`src/rtl/bitwise_lu_pkg.sv`:
```
`timescale 1ns/1ps
`default_nettype none
// ----------------------------------------------------------------------------
// bitwise_lu_pkg : op-code encoding shared by the bitwise logic-unit pipeline
// Revision: 1.0
// ----------------------------------------------------------------------------
package bitwise_lu_pkg;

  localparam int OPW = 3;

  typedef logic [OPW-1:0] lu_op_t;

  localparam lu_op_t LU_AND  = 3'd0;
  localparam lu_op_t LU_OR   = 3'd1;
  localparam lu_op_t LU_XOR  = 3'd2;
  localparam lu_op_t LU_NAND = 3'd3;
  localparam lu_op_t LU_NOR  = 3'd4;
  localparam lu_op_t LU_XNOR = 3'd5;
  localparam lu_op_t LU_NOT  = 3'd6;
  localparam lu_op_t LU_PASS = 3'd7;

endpackage : bitwise_lu_pkg
`default_nettype wire

```
`src/rtl/bitwise_lu_stage.sv`:
```
`timescale 1ns/1ps
`default_nettype none
// ----------------------------------------------------------------------------
// bitwise_lu_stage : one valid/ready register slice, ready = !valid || next_ready
// Revision: 1.0
// ----------------------------------------------------------------------------
module bitwise_lu_stage
  import bitwise_lu_pkg::*;
#(
  parameter int W = 16
) (
  input  logic         clk_sys,
  input  logic         reset_n,
  input  logic         i_valid,
  output logic         o_ready,
  input  logic [W-1:0] i_data,
  output logic         o_valid,
  input  logic         i_ready,
  output logic [W-1:0] o_data
);

  logic         r_valid;
  logic [W-1:0] r_data;

  assign o_ready = !r_valid || i_ready;
  assign o_valid = r_valid;
  assign o_data  = r_data;

  // Data only loads on a real beat, so an emptied slice keeps its last value.
  always_ff @(posedge clk_sys or negedge reset_n) begin
    if (!reset_n) begin
      r_valid <= 1'b0;
      r_data  <= '0;
    end else if (o_ready) begin
      r_valid <= i_valid;
      if (i_valid) begin
        r_data <= i_data;
      end
    end
  end

endmodule : bitwise_lu_stage
`default_nettype wire

```
`src/rtl/bitwise_lu_pipe.sv`:
```
`timescale 1ns/1ps
`default_nettype none
// ----------------------------------------------------------------------------
// bitwise_lu_pipe : two-stage WIDTH-wide bitwise logic unit with valid/ready.
// Optional zero/negative flags built when BITWISE_LU_FLAGS_EN is defined.
// Revision: 1.0
// ----------------------------------------------------------------------------
module bitwise_lu_pipe
  import bitwise_lu_pkg::*;
#(
  parameter int WIDTH = 16
) (
  input  logic             clk_sys,
  input  logic             reset_n,
  input  logic             in_valid,
  output logic             in_ready,
  input  logic [WIDTH-1:0] in_a,
  input  logic [WIDTH-1:0] in_b,
  input  logic [OPW-1:0]   in_op,
  output logic             out_valid,
  input  logic             out_ready,
  output logic [WIDTH-1:0] out_data,
  output logic             out_zr,
  output logic             out_ng
);

`ifdef BITWISE_LU_FLAGS_EN
  localparam int S2W = WIDTH + 2;
`else
  localparam int S2W = WIDTH;
`endif

  logic [WIDTH-1:0] w_result;
  logic             w_s1_valid;
  logic [WIDTH-1:0] w_s1_data;
  logic             w_s2_ready;
  logic [S2W-1:0]   w_s2_din;
  logic [S2W-1:0]   w_s2_q;

  always_comb begin
    w_result = '0;
    case (in_op)
      LU_AND:  w_result = in_a & in_b;
      LU_OR:   w_result = in_a | in_b;
      LU_XOR:  w_result = in_a ^ in_b;
      LU_NAND: w_result = ~(in_a & in_b);
      LU_NOR:  w_result = ~(in_a | in_b);
      LU_XNOR: w_result = ~(in_a ^ in_b);
      LU_NOT:  w_result = ~in_a;
      default: w_result = in_a;
    endcase
  end

  bitwise_lu_stage #(
    .W (WIDTH)
  ) u_stage1 (
    .clk_sys (clk_sys),
    .reset_n (reset_n),
    .i_valid (in_valid),
    .o_ready (in_ready),
    .i_data  (w_result),
    .o_valid (w_s1_valid),
    .i_ready (w_s2_ready),
    .o_data  (w_s1_data)
  );

  // Flags travel alongside the result so they stay aligned with out_valid.
`ifdef BITWISE_LU_FLAGS_EN
  assign w_s2_din = {~|w_s1_data, w_s1_data[WIDTH-1], w_s1_data};
  assign out_zr   = w_s2_q[WIDTH+1];
  assign out_ng   = w_s2_q[WIDTH];
`else
  assign w_s2_din = w_s1_data;
  assign out_zr   = 1'b0;
  assign out_ng   = 1'b0;
`endif

  bitwise_lu_stage #(
    .W (S2W)
  ) u_stage2 (
    .clk_sys (clk_sys),
    .reset_n (reset_n),
    .i_valid (w_s1_valid),
    .o_ready (w_s2_ready),
    .i_data  (w_s2_din),
    .o_valid (out_valid),
    .i_ready (out_ready),
    .o_data  (w_s2_q)
  );

  assign out_data = w_s2_q[WIDTH-1:0];

endmodule : bitwise_lu_pipe
`default_nettype wire

```
`config.mk`:
```
export PLATFORM = sky130hd
export DESIGN_NAME = bitwise_lu_pipe
export DESIGN_NICKNAME = d
export VERILOG_FILES = /design/src/rtl/bitwise_lu_pkg.sv /design/src/rtl/bitwise_lu_stage.sv /design/src/rtl/bitwise_lu_pipe.sv
export SDC_FILE = /design/constraint.sdc
export NUM_CORES = 1
export LEC_CHECK = 0
export CORE_MARGIN = 2
export CORE_UTILIZATION = 35
export CTS_BUF_LIST = sky130_fd_sc_hd__clkbuf_8
export DETAILED_ROUTE_END_ITERATION = 8
export GPL_ROUTABILITY_DRIVEN = 0
export HOLD_SLACK_MARGIN = 0.12
export PLACE_DENSITY = 0.67
export RECOVER_POWER = 25
export SYNTH_ARGS = -nofsm -noshare
export SYNTH_HDL_FRONTEND = slang
export SYNTH_HIERARCHICAL = 1
export SYNTH_SLANG_ARGS = --single-unit
```
`constraint.sdc`:
```
create_clock -name clk_sys -period 4.2 [get_ports clk_sys]
set_clock_uncertainty 0.2 [all_clocks]
set_input_delay 0.63 -clock clk_sys [delete_from_list [all_inputs] [get_ports clk_sys]]
set_output_delay 0.63 -clock clk_sys [all_outputs]
set_load 0.02 [all_outputs]
```
==> results summary, run 1 <==
The run finished, with violations left. The checks that failed: max-capacitance violations, max-slew violations. The post-cts sizing count is 0. The number of I/O port buffers came out at 56. The max-capacitance violation count came out at 1. The region available for standard cell placement spans 8258 sq um.

By area the synthesized netlist is led by sky130_fd_sc_hd__dfrtp_1 (28%), sky130_fd_sc_hd__ha_1 (13%), sky130_fd_sc_hd__mux2_4 (10%). The dominant synthesized flop cell is sky130_fd_sc_hd__dfrtp_1. The buffers inserted during post-CTS setup optimization came out at 0. After detailed routing, the average wire length per cell comes to between 10 and 15 microns. The critical path data arrival time came out at 1.97 ns. Summed over all cells, the static leakage comes to around 1.7 nW. The vertical die dimension came out at between 90 and 100 microns. The number of diodes added for antenna fixing came out at 0. After detailed routing, the number of remaining DRC violations is 0. The number of setup violations in the final report is 0. The detail route stage leaves a number of antenna-violating nets equal to 0.

The startpoint kind of the worst setup timing path is an input pin. The residual overflow from global routing came out at 0. In the synthesized netlist, the number of instances is 311. The maximum level of the CTS H-tree is 2. The library cell with the largest summed area after synthesis is sky130_fd_sc_hd__dfrtp_1.

For the pin with the worst max-slew slack, the measured transition is about 1.8 ns. After legalization and detailed placement, the total HPWL measured 4789 microns. In the layout the commonest cells are sky130_fd_sc_hd__clkdlybuf4s50_1 (54), sky130_fd_sc_hd__inv_1 (41), sky130_fd_sc_hd__dfrtp_1 (34). The area of the mapped netlist is about 3000 sq um. After layout, the design draws a total of approximately 1.2 mW. The aggregate global-route resource usage came out at 0.1433. For this run, the top clock speed supported by timing is approximately 360 MHz. The cell sitting at the root of the clock tree is a sky130_fd_sc_hd__clkbuf_8. The CTS buffer count is 5. In this run, placement finished with an instance count of between 400 and 500. The top fanout value on the critical path came out at 3. The required time at the worst-slack endpoint is roughly 3.4 ns. The critical path capture point type is an output pin.

The number of warning messages in the yosys log is 6. The insertion delay of the later-clocked pin in the worst-skew pair is about 0.28 ns. In this run the worst hold path is classified as flip-flop to flip-flop. The worst setup path is of the input pin to output pin kind. The number of synthesized flops with an enable pin is 0. The sequential element share of the synthesized area came out at 0.2837. The maximum root-to-sink buffer count is 2.

The layout overhead on the synthesized area came out at 20.48%. The initial antenna violation count came to 0. Final hold analysis gives a worst-case slack of 0.2988 ns. The fraction of final layout cells sized beyond drive strength 1 came out at 0.1345.

The detailed router finished its first iteration with a little under 200 violations. The library cell used most frequently in the layout, excluding fill and tap cells, is sky130_fd_sc_hd__clkdlybuf4s50_1. The total routed wirelength came out at around 6400 microns.

For this block, the via count after detailed routing is approximately 2400. The max-slew violation count came to 35. Clock-pin slew was measured on the worst setup and hold paths at about 0.07 ns. The number of distinct library cells after synthesis is 41. The total number of clock tree sinks is 34. The net count reported at finish came out at approximately 430.

The die area is 9326 sq um. The final cell count without fillers is 462. Each instance of the synthesized netlist takes up on average about 9.6 sq um. The share of the cycle needed by the critical path after routing is 0.6670. Entering global routing, the biggest net connects a little under 70 pins. The area share of the leading cell type in the synthesized netlist is 0.2837.

The peak supply drop is 0.1269 mV. The initialized floorplan defines 33 standard-cell rows. The number of hold-slack violations in the final timing report came out at 0. The wire length of the first global-routing pass is roughly 11000 microns. The number of hold buffers added after cts came out at 0. The async set or reset register ratio after synthesis came out at 1.000. The clock tree from TritonCTS is yes. Dividing the detail-routed via count by the number of cells gives about 5. Summed over all failing endpoints, the final setup total negative slack is 0 ns. In this run the count of I/O pins placed on the die edge is 59.

The number of global-route vias before repair came out at around 2200. The initial core utilization is 0.3632. The width of the die is ~97 microns.

Setup repair after global routing left no endpoint under its margin. After layout, the minimum clock period comes to between 2 and 3 ns. In this run the tightest slew margin relative to its limit is -0.2108. The length of the first detailed-routing pass in iterations came out at 4. The synthesis-stage register bit count is 34. Power spread over the standard cell area amounts to about 330 nW/um^2.
## routing by layer
metal / part of all wire / global-route usage / up-vias
met3: 0.040 / 0.02172 / 4
li1: - / - / 1185
met2: 0.46 / 0.2367 / 56
met1: 0.50 / 0.1963 / 1109
met4: 0.0075 / 0.03756 / 0
met5: 0 / 0 / -
## power by group
| part | switching (mW) | internal (mW) |
|---|---|---|
| sequential | 0.0541 | 0.417 |
| clock | 0.111 | 0.111 |
| combinational | 0.229 | 0.289 |
| total | 0.393 | 0.817 |
## flip-flops by register name (all words and copies together), names as in the netlist
| register | count |
|---|---|
| u_stage1/o_data | 16 |
| u_stage1/o_valid | 1 |
| u_stage2/o_valid | 1 |
| u_stage2/o_data | 16 |
## per-stage QoR
| step | cell area, sq um | utilization | setup slack (ns) |
|---|---|---|---|
| after floorplan | 3003 | - | 2.191 |
| after global placement | 3538 | 0.4285 | 1.210 |
| after detailed placement | 3538 | 0.4285 | 1.131 |
| after CTS | 3617 | 0.4380 | 1.388 |
| after global routing | 3613 | 0.4376 | 1.176 |
| final | 3613 | 0.4376 | 1.398 |
## cells in the mapped netlist (2+ instances only)
| cell | instances |
|---|---|
| sky130_fd_sc_hd__o221ai_1 | 2 |
| sky130_fd_sc_hd__nand2b_4 | 2 |
| sky130_fd_sc_hd__o21a_1 | 2 |
| sky130_fd_sc_hd__inv_1 | 41 |
| sky130_fd_sc_hd__xor2_1 | 6 |
| sky130_fd_sc_hd__a221oi_1 | 7 |
| sky130_fd_sc_hd__o32a_1 | 6 |
| sky130_fd_sc_hd__buf_12 | 2 |
| sky130_fd_sc_hd__mux2_2 | 12 |
| sky130_fd_sc_hd__a21oi_1 | 6 |
| sky130_fd_sc_hd__o211ai_1 | 6 |
| sky130_fd_sc_hd__buf_6 | 4 |
| sky130_fd_sc_hd__nor3_1 | 2 |
| sky130_fd_sc_hd__or2b_1 | 2 |
| sky130_fd_sc_hd__nand2b_1 | 12 |
| sky130_fd_sc_hd__nand2_4 | 2 |
| sky130_fd_sc_hd__mux2_4 | 20 |
| sky130_fd_sc_hd__dfrtp_1 | 34 |
| sky130_fd_sc_hd__nor2_1 | 13 |
| sky130_fd_sc_hd__o32ai_1 | 6 |
| sky130_fd_sc_hd__buf_4 | 5 |
| sky130_fd_sc_hd__nor2b_1 | 6 |
| sky130_fd_sc_hd__o22ai_1 | 12 |
| sky130_fd_sc_hd__o21ai_0 | 21 |
| sky130_fd_sc_hd__buf_2 | 8 |
| sky130_fd_sc_hd__o2bb2ai_1 | 6 |
| sky130_fd_sc_hd__o22a_1 | 2 |
| sky130_fd_sc_hd__a211oi_1 | 4 |
| sky130_fd_sc_hd__ha_1 | 32 |
| sky130_fd_sc_hd__nand2_1 | 17 |
## cells by family after synthesis
group / after synthesis / share of synthesized area
compound gates: 84 / 0.1977
buf+inv: 61 / 0.1068
simple gates: 60 / 0.1110
flops: 34 / 0.2837
mux: 33 / 0.1485
fa+ha+maj: 32 / 0.1335
xor+xnor: 6 / 0.01752
other cells: 1 / 0.001250
## final timing paths
path                       slack (ns)             endpoint                from  cells past startpoint
max in group asynchronous        1.57   u_stage1/o_data[1]             reset_n                      2
max reg2reg                      2.64  u_stage1/o_data[12]    u_stage2/o_valid                      4
min                              0.30   u_stage2/o_data[1]  u_stage1/o_data[1]                      1
min reg2reg                      0.30   u_stage2/o_data[1]  u_stage1/o_data[1]                      1
max                              1.40             in_ready           out_ready                      4
min in group asynchronous        1.18     u_stage2/o_valid             reset_n                      2
## worst max-delay path, stage by stage
cell                              delay [ns]
sky130_fd_sc_hd__clkdlybuf4s50_1        0.46
sky130_fd_sc_hd__nand2b_4               0.14
sky130_fd_sc_hd__nand2b_4               0.14
sky130_fd_sc_hd__clkdlybuf4s50_1        0.60
## area by class of cell
class | instances | area [sq um]
well taps | 105 | 131.4
multi-input cells | 217 | 1832
clock inverters | 2 | 10.01
flip-flops and latches | 34 | 850.8
repair buffers | 58 | 566.8
fillers | 808 | 4644
inverters | 41 | 153.9
clock buffers | 5 | 68.82
(Power assumes the default switching activity.)
==> run 2: changes to the inputs <==
PLACE_DENSITY = 0.69   (was 0.67)
clock period = 2.5 ns   (was 4.2 ns; I/O delays follow)
==> run 2 against run 1 <==
Compared with the run above:
- sequential power grew 68%
- the run now ends clean
- critical path depth is the same
- first-iteration DRC count shrank 13%
- largest power group unchanged
- sequential cell count is the same
- critical endpoint unchanged
- clock power grew 89%
==> results summary, run 2 (same netlist as run 1, synthesis figures left out) <==
The startpoint kind of the worst setup timing path is an input pin. The post-route antenna net violation count is 0 (unchanged). The net count reported at finish came out at 434 (+1.4%). The hold-critical path depth came out at 1 (unchanged). The max-slew violation count is 0 (-100%). The biggest cell delay along the critical path is 0.60 ns (about the same).

The buffers inserted during post-CTS setup optimization came to 0 (unchanged). The total number of clock tree sinks came out at 34 (unchanged). The vertical die dimension came out at 96.57 microns (unchanged). In this run the clock root is driven by a sky130_fd_sc_hd__clkbuf_8. STA classifies the critical path endpoint as an output pin. The number of diodes added for antenna fixing came to 0 (unchanged). The via-per-instance ratio is 5.181 (+1.7%).

The worst slack after detailed placement came out at 0.1024 ns (-1.029 ns). The top fanout value on the critical path is 3 (unchanged). The run finished with clean final reports. The combinational group share of total power is 0.421 (-0.007). The average wire length per cell after detail routing came out at 14.43 microns (+4.0%).

The final-layout setup total negative slack came out at 0 ns (unchanged). The number of top-level pins came to 59 (unchanged). The peak supply drop came out at 0.2024 mV (+60%). The smallest setup slack after layout was 0.2128 ns (-1.186 ns). Traced cell by cell, the critical path runs through clkdlybuf4s50_1 -> nand2b_4 -> nand2b_4 -> clkdlybuf4s50_1. The library cells used most frequently in the layout, excluding fill and tap cells, are sky130_fd_sc_hd__clkdlybuf4s50_1 (54), sky130_fd_sc_hd__inv_1 (42), sky130_fd_sc_hd__dfrtp_1 (34). The via count came out at 2430 (+3.2%).

The length of the first detailed-routing pass in iterations is 4 (unchanged). The met2 usage in global routing came out at 0.2274 (-0.009259). The pin count of the biggest net entering global routing is 35 (-49%). The number of hold buffers added after cts is 0 (unchanged).

The maximum level of the CTS H-tree was 2 (unchanged). The critical path data arrival time came out at 1.71 ns (-0.26 ns). The share of power burned in registers came out at 0.378 (-0.011). The wire length of the first global-routing pass was 10790 microns (+2.6%).

The final HPWL from detailed placement is 5110 microns (+6.7%). The number of setup violations in the final report came out at 0 (unchanged). The maximum frequency from static timing analysis is 437.2 MHz. The slew at the pin closest to its max-slew limit came to 0.8384 ns (-0.9777 ns). Leaving out fill and tap cells, the most frequent cell in the layout is sky130_fd_sc_hd__clkdlybuf4s50_1.

The most crowded layer after global routing is met2. The number of global-route vias before repair came out at 2247 (+0.76%). The final cell count without fillers is 469 (+1.5%). The total leakage power was 1.703 nW (+2.7%). The headroom to the max-slew limit came out at 0.4410 (+0.6518).

The count of fill cells added during filler insertion is 790 (-2.2%). The initial antenna violation count was 0 (unchanged). The max-capacitance violation count is 0 (-1). The clock slew at the register clock pins of the worst setup and hold paths is 0.07 ns (about the same).

For this design, the slowest cell found on the critical path is sky130_fd_sc_hd__clkdlybuf4s50_1. The width of the die is 96.57 microns (unchanged). The net switching power came to 0.6784 mW (+73%). The worst reg2reg path depth came out at 4 (unchanged). The worst path needs around 2.3 ns of the cycle, external delays included.

The maximum root-to-sink buffer count came out at 2 (unchanged). The number of placed instances, taps included is 461 (+1.3%). The share of total power consumed by net switching came out at 0.3245 (-0.0003717). The layout overhead on the synthesized area came out at 22.86%. The met3 usage came out at 0.02483 (+0.003103). The total routed wirelength came to 6768 microns (+5.6%).

The number of DRC violations after detailed routing is 0 (unchanged). The insertion delay of the later-clocked pin in the worst-skew pair is 0.29 ns (about the same). Setup repair after global routing left no endpoint under its margin. The number of core rows is 33 (unchanged). The critical path start-end classification is input pin to output pin. The number of DRC violations after detailed-routing iteration 0 is 170 (-13%). The global-route met1 utilization came out at 0.2135 (+0.01717).

The floorplan core area came out at 8258 sq um (unchanged). The worst hold slack across all endpoints came out at 0.3009 ns (+0.002018 ns). In this run the worst hold path is classified as flip-flop to flip-flop. The share of the cycle needed by the critical path after routing came out at 0.9149. The required time at the worst-slack endpoint is 1.92 ns (-1.45 ns). TritonCTS built the clock tree. The part of the power in the clock network is 0.200 (+0.017).

The CTS buffer count is 5 (unchanged). The die area is 9326 sq um (unchanged). The cell area after layout came to 3685 sq um (+2.0%). The initial core utilization came out at 0.3632 (unchanged). The total cell area at the placement stage came out at 3596 sq um (+1.6%). The aggregate global-route resource usage is 0.1484 (+0.005071). The number of hold-slack violations in the final timing report is 0 (unchanged). The post-cts sizing count is 0 (unchanged).

The residual overflow from global routing came to 0 (unchanged). The number of I/O port buffers is 56 (unchanged). The total internal power came out at 1.412 mW (+73%). The fraction of final layout cells sized beyond drive strength 1 is 0.1511 (+0.01665). The power density of the placed cells came out at 567.4 nW/um^2 (+69%).
run 2: final timing paths:
check / start / to / slack (ns)
max in group asynchronous: reset_n / u_stage2/o_data[7] / 1.05
worst min-delay path: u_stage1/o_data[1] / u_stage2/o_data[1] / 0.30
worst max-delay path: out_ready / in_ready / 0.21
min in group asynchronous: reset_n / u_stage2/o_valid / 0.52
worst min register to register: u_stage1/o_data[1] / u_stage2/o_data[1] / 0.30
worst max register to register: u_stage2/o_valid / u_stage1/o_data[0] / 0.92
run 2: stage by stage:
stage | utilization | power, mW
6_report | 0.4462 | 2.091
3_5_place_dp | 0.4355 | 1.690
5_1_grt | 0.4462 | 2.218
2_1_floorplan | - | 1.339
4_1_cts | 0.4465 | 2.114
3_3_place_gp | 0.4355 | 1.661
run 2: area by class of cell:
type,instances,area [sq um],share of cell area
clock inverter,2,8.758,0.002377
sequential,34,850.8,0.2309
timing repair buffer,64,625.6,0.1698
clock buffer,6,82.58,0.02241
tap,105,131.4,0.03565
multi-input combinational,217,1832,0.4971
inverter,41,153.9,0.04177
run 2: critical path, delay by kind of cell:
kind	cells	cell delay [ns]
buffers and inverters	2	1.06
and+or+nand+nor	2	0.28
run 2: power by group through the flow:
stage	clock network, mW	registers (mW)	logic (mW)
3_5_place_dp	0	0.806	0.884
5_1_grt	0.455	0.813	0.950
2_1_floorplan	0	0.891	0.447
6_report	0.419	0.791	0.880
4_1_cts	0.432	0.795	0.887
3_3_place_gp	0	0.800	0.861
run 2: layer usage:
metal,wire [microns],vias up,part of all wire
li1,-,1205,-
met1,3281,1135,0.48
met2,3039,81,0.45
met3,347,9,0.051
met4,99,0,0.015
met5,0,-,0
